===== config.mk =====
export PLATFORM = sky130hd
export DESIGN_NAME = data_mem_responder
export DESIGN_NICKNAME = d
export VERILOG_FILES = /design/src/rtl/dmem_pkg.sv /design/src/rtl/dmem_lane_align.sv /design/src/rtl/data_mem_responder.sv
export SDC_FILE = /design/constraint.sdc
export NUM_CORES = 2
export LEC_CHECK = 0
export BUFFER_PORTS_ARGS = -buffer_cell sky130_fd_sc_hd__buf_4
export CAP_MARGIN = 40
export CORE_MARGIN = 3
export CORE_UTILIZATION = 50
export DETAILED_ROUTE_END_ITERATION = 8
export PLACE_DENSITY = 0.74
export REMOVE_ABC_BUFFERS = 1
export SLEW_MARGIN = 20
export SYNTH_ARGS = -nofsm -noshare
export SYNTH_HDL_FRONTEND = slang
export SYNTH_SLANG_ARGS = --single-unit

===== constraint.sdc =====
create_clock -name clk -period 10.8 [get_ports clk]
set_input_delay 1.62 -clock clk [delete_from_list [all_inputs] [get_ports clk]]
set_output_delay 1.62 -clock clk [all_outputs]
set_load 0.05 [all_outputs]

===== src/rtl/dmem_pkg.sv =====
// Shared definitions for the data-memory responder: access sizes, FSM states, defaults.
// Alignment helper is used by both the top and the lane-align sub-module.
package dmem_pkg;

  typedef enum logic [1:0] {
    SIZE_BYTE  = 2'b00,
    SIZE_HALF  = 2'b01,
    SIZE_WORD  = 2'b10,
    SIZE_DWORD = 2'b11
  } dmem_size_e;

  typedef enum logic [1:0] {
    ST_IDLE = 2'b00,
    ST_WAIT = 2'b01,
    ST_RESP = 2'b10
  } dmem_state_e;

  localparam int DMEM_DEPTH_WORDS_DEFAULT = 64;
  localparam int DMEM_LATENCY_DEFAULT     = 2;

  // Low address bits that must be zero for an access of the given size.
  function automatic logic [2:0] align_mask(input logic [1:0] size);
    case (size)
      SIZE_BYTE: align_mask = 3'b000;
      SIZE_HALF: align_mask = 3'b001;
      SIZE_WORD: align_mask = 3'b011;
      default:   align_mask = 3'b111;
    endcase
  endfunction

endpackage


===== src/rtl/dmem_lane_align.sv =====
// Combinational byte-lane logic: merges store data into the addressed word and
// extracts/extends load data from it.
module dmem_lane_align
  import dmem_pkg::*;
(
  input  logic [1:0]  size,
  input  logic        is_unsigned,
  input  logic [2:0]  offset,
  input  logic [63:0] wdata,
  input  logic [63:0] rword,
  output logic [63:0] store_word,
  output logic [63:0] load_data
);

  logic [7:0]  byte_en;
  logic [63:0] bit_mask;
  logic [63:0] wdata_shifted;
  logic [63:0] rword_shifted;

  always_comb begin
    byte_en = 8'h00;
    case (size)
      SIZE_BYTE: byte_en = 8'b0000_0001 << offset;
      SIZE_HALF: byte_en = 8'b0000_0011 << offset;
      SIZE_WORD: byte_en = 8'b0000_1111 << offset;
      default:   byte_en = 8'b1111_1111;
    endcase
  end

  always_comb begin
    bit_mask = '0;
    for (int i = 0; i < 8; i++) begin
      bit_mask[i*8 +: 8] = {8{byte_en[i]}};
    end
    wdata_shifted = wdata << {offset, 3'b000};
    store_word    = (rword & ~bit_mask) | (wdata_shifted & bit_mask);
  end

  // Dword loads use the whole word, so the signedness flag has no effect there.
  always_comb begin
    rword_shifted = rword >> {offset, 3'b000};
    case (size)
      SIZE_BYTE: load_data = is_unsigned ? {56'b0, rword_shifted[7:0]}
                                         : {{56{rword_shifted[7]}}, rword_shifted[7:0]};
      SIZE_HALF: load_data = is_unsigned ? {48'b0, rword_shifted[15:0]}
                                         : {{48{rword_shifted[15]}}, rword_shifted[15:0]};
      SIZE_WORD: load_data = is_unsigned ? {32'b0, rword_shifted[31:0]}
                                         : {{32{rword_shifted[31]}}, rword_shifted[31:0]};
      default:   load_data = rword_shifted;
    endcase
  end

endmodule


===== src/rtl/data_mem_responder.sv =====
// Fixed-latency data memory with a valid/ready request and response handshake.
// Define DMEM_MISALIGN_ERR_EN to fault misaligned accesses instead of aligning them down.
module data_mem_responder
  import dmem_pkg::*;
#(
  parameter int DEPTH_WORDS = DMEM_DEPTH_WORDS_DEFAULT,
  parameter int LATENCY     = DMEM_LATENCY_DEFAULT
) (
  input  logic        clk,
  input  logic        reset,
  input  logic        req_valid,
  output logic        req_ready,
  input  logic        req_we,
  input  logic [1:0]  req_size,
  input  logic        req_unsigned,
  input  logic [63:0] req_addr,
  input  logic [63:0] req_wdata,
  output logic        resp_valid,
  input  logic        resp_ready,
  output logic [63:0] resp_rdata,
  output logic        resp_err,
  output logic        busy
);

  localparam int          IDX_W     = (DEPTH_WORDS > 1) ? $clog2(DEPTH_WORDS) : 1;
  localparam logic [60:0] DEPTH_LIM = 61'(DEPTH_WORDS);

  dmem_state_e state_q, state_d;
  logic [3:0]  cnt_q, cnt_d;
  logic        done_q, done_d;
  logic        we_q, we_d;
  logic [1:0]  size_q, size_d;
  logic        uns_q, uns_d;
  logic [63:0] addr_q, addr_d;
  logic [63:0] wdata_q, wdata_d;
  logic [63:0] rdata_q, rdata_d;
  logic        err_q, err_d;

  logic [63:0]      mem [DEPTH_WORDS];
  logic [IDX_W-1:0] word_idx;
  logic [2:0]       eff_off;
  logic             range_err;
  logic             acc_err;
  logic             mem_wr_en;
  logic [63:0]      store_word;
  logic [63:0]      load_data;

  assign word_idx  = addr_q[3 +: IDX_W];
  assign eff_off   = addr_q[2:0] & ~align_mask(size_q);
  assign range_err = addr_q[63:3] >= DEPTH_LIM;

`ifdef DMEM_MISALIGN_ERR_EN
  assign acc_err = range_err || ((addr_q[2:0] & align_mask(size_q)) != 3'b000);
`else
  assign acc_err = range_err;
`endif

  dmem_lane_align u_lane_align (
    .size        (size_q),
    .is_unsigned (uns_q),
    .offset      (eff_off),
    .wdata       (wdata_q),
    .rword       (range_err ? 64'b0 : mem[word_idx]),
    .store_word  (store_word),
    .load_data   (load_data)
  );

  // The access happens in the WAIT cycle where the counter sits at 0; one more
  // WAIT cycle follows so the response appears LATENCY+1 edges after acceptance.
  always_comb begin
    state_d   = state_q;
    cnt_d     = cnt_q;
    done_d    = done_q;
    we_d      = we_q;
    size_d    = size_q;
    uns_d     = uns_q;
    addr_d    = addr_q;
    wdata_d   = wdata_q;
    rdata_d   = rdata_q;
    err_d     = err_q;
    mem_wr_en = 1'b0;
    case (state_q)
      ST_IDLE: begin
        if (req_valid) begin
          we_d    = req_we;
          size_d  = req_size;
          uns_d   = req_unsigned;
          addr_d  = req_addr;
          wdata_d = req_wdata;
          cnt_d   = 4'(LATENCY - 1);
          done_d  = 1'b0;
          rdata_d = '0;
          err_d   = 1'b0;
          state_d = ST_WAIT;
        end
      end
      ST_WAIT: begin
        if (cnt_q != 4'd0) begin
          cnt_d = cnt_q - 4'd1;
        end else if (!done_q) begin
          done_d    = 1'b1;
          err_d     = acc_err;
          rdata_d   = (acc_err || we_q) ? 64'b0 : load_data;
          mem_wr_en = we_q && !acc_err;
        end else begin
          state_d = ST_RESP;
        end
      end
      ST_RESP: begin
        if (resp_ready) begin
          state_d = ST_IDLE;
          done_d  = 1'b0;
          rdata_d = '0;
          err_d   = 1'b0;
        end
      end
      default: state_d = ST_IDLE;
    endcase
  end

  always_ff @(posedge clk) begin
    if (!reset) begin
      state_q <= ST_IDLE;
      cnt_q   <= '0;
      done_q  <= 1'b0;
      we_q    <= 1'b0;
      size_q  <= SIZE_BYTE;
      uns_q   <= 1'b0;
      addr_q  <= '0;
      wdata_q <= '0;
      rdata_q <= '0;
      err_q   <= 1'b0;
    end else begin
      state_q <= state_d;
      cnt_q   <= cnt_d;
      done_q  <= done_d;
      we_q    <= we_d;
      size_q  <= size_d;
      uns_q   <= uns_d;
      addr_q  <= addr_d;
      wdata_q <= wdata_d;
      rdata_q <= rdata_d;
      err_q   <= err_d;
    end
  end

  // Storage is not reset, but a reset edge still suppresses a pending store.
  always_ff @(posedge clk) begin
    if (reset && mem_wr_en) begin
      mem[word_idx] <= store_word;
    end
  end

  assign req_ready  = (state_q == ST_IDLE);
  assign resp_valid = (state_q == ST_RESP);
  assign busy       = (state_q != ST_IDLE);
  assign resp_rdata = rdata_q;
  assign resp_err   = err_q;

endmodule


After elaboration in Yosys (flattened, before gate mapping)
Memory sizes are Yosys's and may differ from the RTL's. A register that Yosys moved wholly into a read port is not among the register bits.
Cells that the tools add are included.

cells by class
  $add $sub $neg = 1
  bitwise logic cells = 6
  muxes and demuxes = 35
  reduce and logical (&&, ||, !) cells = 15
  $lt $le $gt $ge = 1
  equal/unequal tests = 10
  shift operators = 5

operators with widths
  kind                                                                number
  2-to-1 mux 64 bit                                                   9
  one-hot mux 64 bit (3 select lines)                                 2
  AND 64 bit                                                          2
  NOT 64 bit                                                          1
  bitwise OR 64 bit                                                   1
  left shift 64 x 6 -> 64 bit                                         1
  >> shifter 64 x 6 -> 64 bit                                         1
  greater-or-equal comparator 61 x 7 -> 1 bit, second input constant  1
  one-hot mux 8 bit (3 select lines)                                  1
  2-to-1 mux 6 bit                                                    2
  2-to-1 mux 1 bit                                                    10
  != test 2 bit, second input constant                                5
  one-hot mux 3 bit (3 select lines)                                  1
  2-to-1 mux 2 bit                                                    4
  2-to-1 mux 4 bit                                                    2
  one-hot mux 4 bit (2 select lines)                                  1
  AND reduction 4 bit                                                 2
  left shift 1 x 3 -> 8 bit, first input constant                     1
  left shift 2 x 3 -> 8 bit, first input constant                     1
  left shift 4 x 3 -> 8 bit, first input constant                     1
  one-hot mux 1 bit (3 select lines)                                  2
  one-hot mux 2 bit (3 select lines)                                  1
  AND reduction 5 bit                                                 1
  equality test 2 x 1 -> 1 bit, second input constant                 2
  14 further kinds                                                    18

word-level totals
  bits in writable memories = 4096
  output and inout bits = 68
  register bits after elaboration = 204
  logic and storage cells = 84
  memories kept = 1
  input bits = 136

memories
  name  words  width  read ports  clocked after memory_dff  write ports  RTL line                  text
  mem   64     64     1           1                         1            data_mem_responder.sv:39  logic [63:0] mem [DEPTH_WORDS];

Longest topological paths before layout
  depth in word-level cells = 11
  mapped depth = 18
  mapped depth without buffers = 12

Modules after synthesis
From an unflattened synthesis, not the netlist that was laid out.

unflattened totals
  cell total of the unflattened synthesis = 8305
  area, all modules = 169294.9 um^2

by module, submodules not included
  module              times used  cells each  area each (um^2)  sequential area each (um^2)
  data_mem_responder  1           7725        164617.9          127202.0
  dmem_lane_align     1           580         4677.0            0.0

Least setup slack after synthesis
OpenSTA, ideal clock, no wires.

  kind = flip-flop to flip-flop
  start = register size_q[0]
  end = memory mem[0][32], data pin
  slack = 4.969 ns
  arrival time = 5.129 ns
  cell stages (with the launch flop) = 14
  buffers on the path = 3
  library setup time = 0.702 ns
  data required time = 10.098 ns
  clock period less this slack = 5.831 ns
  path through = dfxtp_1 > inv_1 > ha_1 > nor2_1 > and2_0 > clkbuf_1 > buf_1 > clkbuf_1 > nand2_1 > nand2_1 > nor2_1 > a211oi_1 > a31oi_1 > o21ai_0

on the way
  cells in the longest elaborated chain, start to end = 9
  elaborated cells between the ends (all ways) = 15
  classes of those cells = eq/ne: 2; shift: 4; mux: 2; bitwise: 6; reduce/logical: 1

ends and longest elaborated chain
  what                                                                                 RTL line                   text
  from (decl)                                                                          data_mem_responder.sv:32   logic [1:0] size_q, size_d;
  from (signal assigned)                                                               data_mem_responder.sv:138  size_q <= size_d;
  parallel branches: the longest is 8 deep, another holds left shift 64 x 6 -> 64 bit  n/a
  bitwise OR 64 bit *                                                                  dmem_lane_align.sv:36      store_word = (rword & ~bit_mask) | (wdata_shifted & bit_mask);
  named net store_word[32]                                                             data_mem_responder.sv:45   logic [63:0] store_word;
  to (decl)                                                                            data_mem_responder.sv:39

Mark *: on every way through the listed nets, which the timed path passes.

==> insert_results.sql <==
INSERT INTO impl_metrics (metric_group, metric, value, unit) VALUES
('synthesis', 'syn_inst', '7983', ''),
('synthesis', 'post_synth_instance_area', '167000', 'um2'),
('critical_path', 'crit-reg2reg-capture', 'resp_rdata[28]', ''),
('synthesis', 'yosys_warnings', '0', ''),
('detailed_routing', 'dr.first_iter.drc_count', '16700', ''),
('detailed_routing', 'drc', '23', ''),
('critical_path', 'worst_path_largest_cell_delay', '0.71', 'ns'),
('timing', 'finalSetupViolCount', '0', ''),
('clock_network', 'clock_latency_reported_for_the_late_side_of_the_worst_skew_pair', '1.02', 'ns'),
('place', 'routabilityCongestion', '1.05', ''),
('clock_network', 'cts_repair_resize_count', '0', ''),
('floorplanning', 'core_region_area', '332000', 'um2'),
('floorplanning', 'row_count', '211', ''),
('outcome', 'failing_checks', 'design-rule violations', ''),
('hold_path', 'timing.hold.worst_endpoint', 'addr_q[43]', ''),
('power_and_ir_drop', 'powerDensity', '182', 'nW/um2'),
('detailed_routing', 'num_vias', '91800', ''),
('global_routing', 'grt_max_degree', '132', ''),
('synthesis', 'netlist_top_cells_count', 'sky130_fd_sc_hd__edfxtp_1, sky130_fd_sc_hd__mux4_2, sky130_fd_sc_hd__nand2_1', ''),
('timing', 'fmax', '163', 'MHz'),
('power_and_ir_drop', 'vdd.ir_drop.worst', '0.154', 'mV'),
('detailed_routing', 'detailedRoute.firstPassIterationCount', '9', ''),
('synthesis', 'syn-mean-instance-area', '20.9', 'um2'),
('hold_path', 'whs_path_depth', '2', ''),
('critical_path', 'worstSetupEndpointType', 'register', ''),
('clock_network', 'clock-root-buffer', 'sky130_fd_sc_hd__clkbuf_16', ''),
('clock_network', 'post-cts-setup-buffers', '0', ''),
('global_routing', 'globalRoute.totalOverflow', '0', ''),
('outcome', 'run_status', 'complete, but fails checks', ''),
('timing', 'slew_violations', '0', ''),
('critical_path', 'timing.critical_path.from_type', 'register', ''),
('job', 'max_cap_violations', '0', ''),
('critical_path', 'worst-setup-path-type', 'register to register', ''),
('synthesis', 'yosysTopAreaCellShare', '0.735', ''),
('critical_path', 'cp_max_fo', '90', ''),
('final_layout', 'area_growth_from_synthesis_to_layout', '14.3', '%'),
('final_layout', 'nets', '8669', ''),
('timing', 'setup_ws', '4.66', 'ns'),
('detailed_routing', 'route.detailed.vias_per_inst', '6.93', ''),
('clock_network', 'postCtsHoldBufs', '0', ''),
('global_routing', 'grt.busiest_layer', 'met2', ''),
('global_routing', 'grt_util_met2', '0.459', ''),
('power_and_ir_drop', 'p_leak', '58.9', 'nW'),
('global_routing', 'globalRouteMet1Util', '0.385', ''),
('final_layout', 'fraction_of_final_layout_cells_sized_beyond_drive_strength_1', '0.279', ''),
('clock_network', 'cts.path.max_buffers', '4', ''),
('clock_network', 'h-tree-depth', '5', ''),
('synthesis', 'synth.ff_latch_count', '4306', ''),
('detailed_routing', 'drt-wirelength-per-cell', '39.5', 'um'),
('global_routing', 'grt_pass1_wl', '725000', 'um'),
('timing', 'final_hold_viol_count', '0', ''),
('critical_path', 'critical_path.cell_chain', 'buf_12, buf_12, buf_12, mux4_2, mux2i_1, nor2_1, o41ai_1, o31a_1, nor4_1, nor3_1, a211oi_1, a31oi_4, buf_4, o21ai_0', ''),
('floorplanning', 'die_height', '584', 'um'),
('critical_path', 'critical-path-top-delay-family', 'compound AO/OA/AOI/OAI gates', ''),
('detailed_routing', 'route.antenna.remaining_nets', '0', ''),
('place', 'io_buffer_count', '203', ''),
('synthesis', 'async_set_or_reset_register_ratio_after_synthesis', '0', ''),
('floorplanning', 'die_area', '341000', 'um2'),
('critical_path', 'critical_path_required', '11.62', 'ns'),
('timing', 'fin_crit_share', '0.568', ''),
('synthesis', 'post-synth-top-count-cell', 'sky130_fd_sc_hd__edfxtp_1', ''),
('critical_path', 'critPathArrivalTime', '6.96', 'ns'),
('floorplanning', 'floorplan.initialDensity', '0.504', ''),
('synthesis', 'most_area_hungry_cell_type_in_the_yosys_netlist', 'sky130_fd_sc_hd__edfxtp_1', ''),
('timing', 'grt_setup_unrepaired', 'no', ''),
('floorplanning', 'io_pins', '204', ''),
('final_layout', 'filler_cell_count', '23000', ''),
('clock_network', 'cts-buffers-inserted', '414', ''),
('hold_path', 'holdCritPathClass', 'register to register', ''),
('clock_network', 'worst_setup_hold_path_clk_slew', '0.06', 'ns'),
('critical_path', 'cpMaxStageDelayCell', 'sky130_fd_sc_hd__o41ai_1', '');
==> layer usage <==
layer	routed length [um]	share of wire	vias up
met5	145	0.00028	-
met4	43100	0.082	22
met3	76700	0.15	1923
met2	237000	0.45	8120
met1	166000	0.32	47300
li1	-	-	34500
==> worst min-delay path, delay by kind of cell (launching register included) <==
kind	cells	cell delay, ns
DFF	1	0.31
and+or+nand+nor	1	0.05
AOI/OAI and AO/OA	1	0.05
==> where the power goes <==
group | switching, mW | internal (mW) | total (mW)
sequential | 0.0800 | 18.2 | 18.3
combinational | 1.31 | 0.780 | 2.09
clock | 6.36 | 7.96 | 14.3
total | 7.75 | 27.0 | 34.7
==> flip-flops by register name (all words and copies together) (netlist names), named ones only <==
register    cells
addr_q         64
cnt_q           4
done_q          1
mem          4096
resp_err        1
resp_rdata     64
size_q          2
state_q         2
uns_q           1
wdata_q        64
we_q            1
==> layout by cell type (no fill, tap or decap), types with 90 or more instances in the layout <==
master	count
sky130_fd_sc_hd__a22oi_1	176
sky130_fd_sc_hd__buf_4	476
sky130_fd_sc_hd__clkbuf_16	418
sky130_fd_sc_hd__nand2_1	582
sky130_fd_sc_hd__dfxtp_1	205
sky130_fd_sc_hd__a21oi_1	237
sky130_fd_sc_hd__clkinv_1	110
sky130_fd_sc_hd__mux4_2	1118
sky130_fd_sc_hd__mux2i_1	261
sky130_fd_sc_hd__edfxtp_1	4096
sky130_fd_sc_hd__nand3_1	90
==> cell families after synthesis <==
logic type / Yosys count / share of synthesized area
flip-flops: 4306 / 0.761
multiplexers: 1391 / 0.167
AND/OR/NAND/NOR: 967 / 0.0245
AO/OA/AOI/OAI: 810 / 0.0321
buffers and inverters: 500 / 0.0151
adder cells (fa/ha/maj): 7 / 0.000524
XOR/XNOR: 2 / 0.000105
==> final cells by class <==
cell class | count | area, um2 | area share
clock inverters | 248 | 2420 | 0.0127
flip-flops and latches | 4306 | 127000 | 0.666
repair buffers | 609 | 6280 | 0.0329
well taps | 4366 | 5460 | 0.0286
inverters | 18 | 80.1 | 0.000419
multi-input cells | 3177 | 38700 | 0.202
clock buffers | 514 | 10900 | 0.0570
diodes | 16 | 40.0 | 0.000210
==> how the worst max path moves through the flow <==
| stage | start | to | slack [ns] | depth (start not counted) |
|---|---|---|---|---|
| 2_1_floorplan | register | mem[0][7] | -46.28 | 6 |
| 3_3_place_gp | register | resp_rdata[61] | 4.94 | 13 |
| 3_5_place_dp | reset | mem[14][5] | 5.01 | 9 |
| 4_1_cts | register | resp_rdata[28] | 5.00 | 14 |
| 5_1_grt | register | resp_rdata[28] | 4.81 | 14 |
| 6_report | register | resp_rdata[28] | 4.66 | 14 |
==> metrics by stage <==
| step | instances | area (um2) | total power [mW] | util |
|---|---|---|---|---|
| 6_report | 13300 | 191000 | 34.7 | 0.576 |
| 5_1_grt | 13200 | 191000 | 35.5 | 0.576 |
| 4_1_cts | 13200 | 191000 | 34.7 | 0.575 |
| 3_5_place_dp | 12400 | 177000 | 20.6 | 0.535 |
| 3_3_place_gp | 12300 | 175000 | 20.6 | 0.529 |
| 2_1_floorplan | 7501 | 165000 | 21.1 | - |
Power figures use the tool's default switching activity.
